==> src/rtl/rename_map_unit.sv <==
// Register-rename stage: FRAT lookup, bitmap free-list allocation, RRAT commit, one-cycle flush recovery.
// Define RENAME_PERF_EN to add saturating perf counters (perf_renamed, perf_stall_free, perf_flushes).
module rename_map_unit #(
  parameter  int ARCH_REGS = 32,
  parameter  int PHYS_REGS = 64,
  parameter  int PAYLOAD_W = 170,
  localparam int AW        = $clog2(ARCH_REGS),
  localparam int PW        = $clog2(PHYS_REGS)
) (
  input  logic                 CLK,
  input  logic                 RESET,
  input  logic                 flush,
  input  logic                 in_valid,
  output logic                 in_ready,
  input  logic [AW-1:0]        in_src_a,
  input  logic [AW-1:0]        in_src_b,
  input  logic [AW-1:0]        in_dst,
  input  logic                 in_dst_wr,
  input  logic [PAYLOAD_W-1:0] in_payload,
  output logic                 out_valid,
  input  logic                 out_ready,
  output logic [PW-1:0]        out_psrc_a,
  output logic [PW-1:0]        out_psrc_b,
  output logic [PW-1:0]        out_pdst,
  output logic [PW-1:0]        out_old_pdst,
  output logic                 out_dst_wr,
  output logic [PAYLOAD_W-1:0] out_payload,
  input  logic                 commit_valid,
  input  logic [AW-1:0]        commit_areg,
  input  logic [PW-1:0]        commit_preg,
  output logic [PW:0]          free_count
`ifdef RENAME_PERF_EN
  ,
  output logic [31:0]          perf_renamed,
  output logic [31:0]          perf_stall_free,
  output logic [15:0]          perf_flushes
`endif
);

  localparam logic [PHYS_REGS-1:0] RESET_COMMITTED =
    {{(PHYS_REGS-ARCH_REGS){1'b0}}, {ARCH_REGS{1'b1}}};
  localparam logic [PW:0] RESET_FREE_COUNT = (PW+1)'(PHYS_REGS - ARCH_REGS);

  logic [PW-1:0]        r_frat [ARCH_REGS];
  logic [PW-1:0]        r_rrat [ARCH_REGS];
  logic [PHYS_REGS-1:0] r_committed;
  logic [PHYS_REGS-1:0] r_free;
  logic [PW:0]          r_free_count;

  logic                 r_out_valid;
  logic [PW-1:0]        r_out_psrc_a;
  logic [PW-1:0]        r_out_psrc_b;
  logic [PW-1:0]        r_out_pdst;
  logic [PW-1:0]        r_out_old_pdst;
  logic                 r_out_dst_wr;
  logic [PAYLOAD_W-1:0] r_out_payload;

  logic                 w_accept;
  logic                 w_dst_eff;
  logic                 w_alloc;
  logic                 w_commit;
  logic [PW-1:0]        w_rrat_old;
  logic [PW-1:0]        w_alloc_idx;
  logic [PHYS_REGS-1:0] w_committed_next;
  logic [PHYS_REGS-1:0] w_free_next;
  logic [PHYS_REGS-1:0] w_free_flush;

  // Handshake: a transfer happens on a cycle where valid && ready; ready never depends on valid,
  // and the output register holds its contents while out_valid && !out_ready.
  assign in_ready   = !flush && (!r_out_valid || out_ready) && (r_free_count != '0);
  assign w_accept   = in_valid && in_ready;
  assign w_dst_eff  = in_dst_wr && (in_dst != '0);
  assign w_alloc    = w_accept && w_dst_eff;
  assign w_commit   = commit_valid && (commit_areg != '0);
  assign w_rrat_old = r_rrat[commit_areg];

  // Lowest-index free register wins: the descending scan leaves the smallest set index last.
  always_comb begin
    w_alloc_idx = '0;
    for (int i = PHYS_REGS - 1; i >= 0; i--) begin
      if (r_free[i]) w_alloc_idx = PW'(i);
    end
  end

  always_comb begin
    w_committed_next = r_committed;
    w_free_next      = r_free;
    if (w_alloc) w_free_next[w_alloc_idx] = 1'b0;
    if (w_commit) begin
      w_committed_next[w_rrat_old]  = 1'b0;
      w_committed_next[commit_preg] = 1'b1;
      w_free_next[w_rrat_old]       = 1'b1;
    end
    w_free_flush    = ~w_committed_next;
    w_free_flush[0] = 1'b0;
  end

  always_ff @(posedge CLK) begin
    if (RESET) begin
      for (int i = 0; i < ARCH_REGS; i++) begin
        r_frat[i] <= PW'(i);
        r_rrat[i] <= PW'(i);
      end
      r_committed    <= RESET_COMMITTED;
      r_free         <= ~RESET_COMMITTED;
      r_free_count   <= RESET_FREE_COUNT;
      r_out_valid    <= 1'b0;
      r_out_psrc_a   <= '0;
      r_out_psrc_b   <= '0;
      r_out_pdst     <= '0;
      r_out_old_pdst <= '0;
      r_out_dst_wr   <= 1'b0;
      r_out_payload  <= '0;
    end else begin
      if (w_commit) r_rrat[commit_areg] <= commit_preg;
      r_committed <= w_committed_next;
      if (flush) begin
        // Restored map must already include the commit retiring this same cycle.
        for (int i = 0; i < ARCH_REGS; i++) r_frat[i] <= r_rrat[i];
        if (w_commit) r_frat[commit_areg] <= commit_preg;
        r_free       <= w_free_flush;
        r_free_count <= RESET_FREE_COUNT;
        r_out_valid  <= 1'b0;
      end else begin
        r_free       <= w_free_next;
        r_free_count <= r_free_count + {{PW{1'b0}}, w_commit} - {{PW{1'b0}}, w_alloc};
        if (w_accept) begin
          r_out_valid    <= 1'b1;
          r_out_psrc_a   <= (in_src_a == '0) ? '0 : r_frat[in_src_a];
          r_out_psrc_b   <= (in_src_b == '0) ? '0 : r_frat[in_src_b];
          r_out_pdst     <= w_dst_eff ? w_alloc_idx : '0;
          r_out_old_pdst <= w_dst_eff ? r_frat[in_dst] : '0;
          r_out_dst_wr   <= w_dst_eff;
          r_out_payload  <= in_payload;
          if (w_alloc) r_frat[in_dst] <= w_alloc_idx;
        end else if (out_ready) begin
          r_out_valid <= 1'b0;
        end
      end
    end
  end

  assign out_valid    = r_out_valid;
  assign out_psrc_a   = r_out_psrc_a;
  assign out_psrc_b   = r_out_psrc_b;
  assign out_pdst     = r_out_pdst;
  assign out_old_pdst = r_out_old_pdst;
  assign out_dst_wr   = r_out_dst_wr;
  assign out_payload  = r_out_payload;
  assign free_count   = r_free_count;

`ifdef RENAME_PERF_EN
  logic [31:0] r_perf_renamed;
  logic [31:0] r_perf_stall_free;
  logic [15:0] r_perf_flushes;

  // Counters saturate and survive flush; only RESET clears them.
  always_ff @(posedge CLK) begin
    if (RESET) begin
      r_perf_renamed    <= '0;
      r_perf_stall_free <= '0;
      r_perf_flushes    <= '0;
    end else begin
      if (w_accept && (r_perf_renamed != '1)) r_perf_renamed <= r_perf_renamed + 32'd1;
      if (in_valid && (r_free_count == '0) && (r_perf_stall_free != '1))
        r_perf_stall_free <= r_perf_stall_free + 32'd1;
      if (flush && (r_perf_flushes != '1)) r_perf_flushes <= r_perf_flushes + 16'd1;
    end
  end

  assign perf_renamed    = r_perf_renamed;
  assign perf_stall_free = r_perf_stall_free;
  assign perf_flushes    = r_perf_flushes;
`endif

endmodule

==> config.mk <==
export PLATFORM = sky130hd
export DESIGN_NAME = rename_map_unit
export DESIGN_NICKNAME = d
export VERILOG_FILES = /design/src/rtl/rename_map_unit.sv
export SDC_FILE = /design/constraint.sdc
export NUM_CORES = 2
export LEC_CHECK = 0
export BUFFER_PORTS_ARGS = -buffer_cell sky130_fd_sc_hd__buf_2
export CAP_MARGIN = 10
export CELL_PAD_IN_SITES_DETAIL_PLACEMENT = 1
export CELL_PAD_IN_SITES_GLOBAL_PLACEMENT = 1
export CORE_MARGIN = 10
export CORE_UTILIZATION = 25
export CTS_BUF_LIST = sky130_fd_sc_hd__clkbuf_8 sky130_fd_sc_hd__clkbuf_16
export DETAILED_ROUTE_END_ITERATION = 10
export PLACE_DENSITY = 0.47
export SLEW_MARGIN = 20
export SYNTH_ARGS = -nofsm -noshare
export SYNTH_HDL_FRONTEND = slang
export SYNTH_SLANG_ARGS = --single-unit
==> constraint.sdc <==
create_clock -name CLK -period 3.7 [get_ports CLK]
set_input_delay 0.37 -clock CLK [delete_from_list [all_inputs] [get_ports CLK]]
set_output_delay 0.37 -clock CLK [all_outputs]
set_load 0.03 [all_outputs]
* Word-level counts from Yosys, hierarchy flattened
Memories as Yosys holds them, arrays and structs flattened. Index checks and enable logic that the tools add are counted.
Word-level totals: register bits 331, memory bits (writable) 384, output and inout port bits 204, logic and storage cells 217, memories 2
Memory list:
- r_frat | depth 32, width 6, read ports 3, clocked after memory_dff 0, wr ports 33, line 44 | logic [PW-1:0] r_frat [ARCH_REGS];
- r_rrat | depth 32, width 6, read ports 33, clocked after memory_dff 0, wr ports 32, line 45 | logic [PW-1:0] r_rrat [ARCH_REGS];
Operators by class: add/subtract/negate cells 2, magnitude comparators 6, muxes and demuxes 134, bitwise logic cells 40, reductions and logical operators 22
Operators with widths (count):
- 2-to-1 mux 6 bit | 102
- 2-to-1 mux 64 bit | 4
- NOT 64 bit | 3
- bitwise AND 64 bit | 2
- bitwise OR 64 bit | 2
- bitwise OR 1 bit | 32
- 2-to-1 mux 1 bit | 23
- < comparator 6 x 7 -> 1 bit (second input constant) | 3
- demux 1 bit (select 6 bit) | 3
- >= comparator 6 x 1 -> 1 bit (second input constant) | 3
- OR reduction 6 bit | 2
- logical NOT 5 bit | 2
- 2-to-1 mux 5 bit | 2
- nonzero test 5 bit | 2
- logical AND 1 bit | 9
- adder 7 x 1 -> 7 bit | 1
- nonzero test 7 bit | 1
- subtractor 7 x 1 -> 7 bit | 1
- logical NOT 1 bit | 2
- AND reduction 2 bit | 1
- nonzero test 2 bit | 1
- OR reduction 2 bit | 1
- logical OR 1 bit | 1
- NOT 1 bit | 1

* Longest topological paths before layout
depth in word-level cells 74, gate-level depth with buffers 22, depth with buffers taken out 19

* Worst setup path after synthesis
OpenSTA, ideal clock, no wires.
path kind register -> register, start point register r_free_count[2], in the netlist free_count[2], end point register r_free_count[6], in the netlist free_count[6], library setup time 138 ps, data arrival time 3596 ps, data required time 3562 ps, path slack -34 ps, stages on the path, launching flop included 23, buffers on the path 3, cells stage by stage dfxtp_1 inv_1 ha_1 or4b_4 o2111a_1 buf_6 nand2b_2 buf_6 inv_1 clkbuf_1 ha_1 inv_1 ha_1 inv_1 fa_1 inv_1 a21oi_1 nor2_1 o21ai_0 a21oi_1 nor2_1 xnor2_1 nor2_1
On the way: word-level cells in the longest chain between the ends 5, elaborated cells on any way between the ends 6, classes of those cells 2 x add/sub; 4 x reduce/logical
Ends and longest elaborated chain:
- from (decl) | line 48 | logic [PW:0] r_free_count;
- from (signal assigned) | line 126 | r_free_count <= r_free_count + {{PW{1'b0}}, w_commit} - {{PW{1'b0}}, w_alloc};
- parallel branches: the longest is 4 deep, another holds adder 7 x 1 -> 7 bit
- subtractor 7 x 1 -> 7 bit * | line 126
Mark *: on every way between the ends. A chain may end at the register's enable or synchronous reset.

==> flow_summary.yaml <==
logic_synthesis:
  synth.most_common_cell: "nand2_1"
  yosysUniqueCellTypes: 114
  synth-edff-count: 384
  synth-seq-cells: 714
  ys_seq_area_share_pct: 48.7
  synth_common_cells: "520 x nand2_1, 384 x edfxtp_1, 330 x dfxtp_1"
  synth_area_leaders: "edfxtp_1 31%, dfxtp_1 18%, mux4_2 8.7%"
  netlist_area_sq_mm: 0.0373
  syn_inst: 3547
  yosysWarnings: 0
  synthArstFlopShare_pct: 0
  synthFlopType: "edfxtp_1"
  synth_top_cell_area_share_pct: 30.9
  syn_area_per_cell_sq_um: 10.5
  synth_top_area_cell: "edfxtp_1"
sta:
  max_freq_mhz: 282
  period_minus_slack_ps: 3540
  finalWorstSetupSlack_ps: 160
  min_period_over_period_pct: 95.7
  finalClockSkew_ps: 37.7
  setup_viol: 0
  maxSlewViolCount: 0
  worstMarginPinSlew_ps: 956
  slew_headroom_pct: 36.2
  hold-worst-slack_ps: 144
  hold_violations: 0
pwr:
  ir_drop_mv: 0.321
  p_leak_nw: 17.8
  total_power_w: 0.0222
  powerDensity_mw_per_mm2: 462
detailed_routing:
  via_count: 31900
  drc: 0
  wl_per_cell_um: 28.1
  final_antenna_net_count: 0
  drt_iter0_drc: 2710
  routed_wl_mm: 175
  routed_via_density: 5.11
  first_pass_iters: 5
floorplan:
  pin_count: 407
  initial_core_util_pct: 25.2
  rows: 141
  core_area_sq_mm: 0.148
  die-area_sq_mm: 0.165
  fp.dieW_um: 406
  fp.dieH_um: 406
critical_path:
  path_max_fanout: 8
  end_kind: "flip-flop"
  critPathKind: "flip-flop to flip-flop"
  startpoint_type: "flip-flop"
  cp.required_ps: 4100
  crit_arrival_ps: 3940
grt:
  grt_pass1_vias: 32300
  grtUsageMet1_pct: 27.5
  met3_usage_pct: 3.64
  gr-max-usage-layer: "met2"
  grt_max_degree: 171
  overflow: 0
  grtUsageTotal_pct: 20.5
  antenna_found_initial: 14
  met2_usage_pct: 33.3
  grt_pass1_wl_mm: 248
layout:
  syn_to_final_growth_pct: 29.0
  design_area_sq_mm: 0.0481
  final_util_pct: 32.5
  final_nets: 4429
  drive_gt1_share_pct: 26.7
placement:
  place_area_sq_mm: 0.0433
  globalplace.congestion: 0.884
  pre_cts_ws_ps: -124
  port_buffers: 406
  dp_hpwl_mm: 130
worst_hold_path:
  holdCritPathClass: "primary input to flip-flop"
clock_network:
  clk_latency_ps: 700
  cts.clk_slew.worst_paths_ps: 60
  cts.sinks: 714
  htreeDepth: 3
  cts_buffers: 88
  clockBufferDepth: 3
  clock-root-buffer: "clkbuf_16"
  cts_tree: "yes"
run:
  cap_viol_max_count: 0
outcome:
  status: "finished clean"
[flip-flops by register name, summed over array words and instances, names as in the netlist]
name	cells
out_payload	170
out_psrc_b	6
r_free	64
out_old_pdst	6
out_dst_wr	1
r_committed	63
free_count	7
out_valid	1
out_pdst	6
out_psrc_a	6
r_frat	192
r_rrat	192
[routing by layer]
layer / part of all wire [%] / up-vias
li1: - / 14500
met1: 45 / 16100
met2: 46 / 1042
met3: 5.9 / 220
met4: 2.9 / 8
met5: 0.030 / -
[through the flow]
step	TNS [ps]	std cells
floorplan	0	3552
global placement	-292	5885
detailed placement	-422	5885
CTS	0	6218
global route	-67.2	6226
finish	0	6230
[worst max-delay path, stage by stage, from the launching register on]
cell and delay [ps]:
dfxtp_1 320, inv_1 80, ha_1 140, or4b_4 490, o2111ai_4 430, nor3_4 130
mux2i_4 380, nand2b_2 320, or4_1 550, buf_4 210, nand3_2 80, o21ai_2 70
[area by class of cell]
cell class                 count  area (sq um)
timing repair buffer         877          6460
clock inverter                61           614
sequential                   714         18100
clock buffer                 102          2420
tap                         1930          2410
multi-input combinational   2489         17800
fill                       16500         99800
antenna                       11          27.5
inverter                      46           173
[cells by family after synthesis]
family	after synthesis	share of synthesized area, %
and+or+nand+nor	1352	19.0
DFF	714	48.7
buffers and inverters	349	3.90
muxes	370	14.9
xor gates and xnor gates	5	0.118
AOI/OAI and AO/OA	746	13.1
other	1	0.0101
adders and majority gates	10	0.356
[final timing paths]
| kind | startpoint | end | slack [ps] | depth (start not counted) |
|---|---|---|---|---|
| max | free_count[3]$_SDFF_PP0_ | r_frat[14][0]$_DFFE_PP_ | 160 | 11 |
| min | out_ready | out_valid$_SDFFE_PP0P_ | 140 | 4 |
| max reg2reg | free_count[3]$_SDFF_PP0_ | r_frat[14][0]$_DFFE_PP_ | 160 | 11 |
| min reg2reg | out_payload[103]$_SDFFE_PP0P_ | out_payload[103]$_SDFFE_PP0P_ | 450 | 2 |
[placed cells by master, fill, tap and decap left out, drive strengths merged, types with 16 or more instances in the layout]
cell type and instances:
nand3 44, o22ai 64, clkinv 27, nand2b 107
a221oi 27, o21ai 111, a32o 23, or2 39
inv 70, mux2 16, a31oi 24, edfxtp 384
clkbuf 102, and2 134, a21oi 309, nor2b 31
dlygate4sd3 170, a221o 28, dfxtp 330, buf 707
nand3b 23, nor4 41, nand2 525, mux4 144
mux2i 210, nor3 104, or3 63, nor2 180
o211ai 18
[report_power, final]
part	internal, W	total [W]	switching [W]
Sequential	0.00881	0.00919	0.000378
Clock	0.00532	0.00908	0.00376
Combinational	0.00148	0.00395	0.00247
[repair_timing]
action / 4_1_cts / 5_1_grt
hold endpoints to repair: 170 / 0
resized for setup: 0 / 3
hold buffers: 170 / 0
buffers inserted: 0 / 1
endpoints found under the setup margin: 0 / 35
Power figures use the tool's default switching activity.
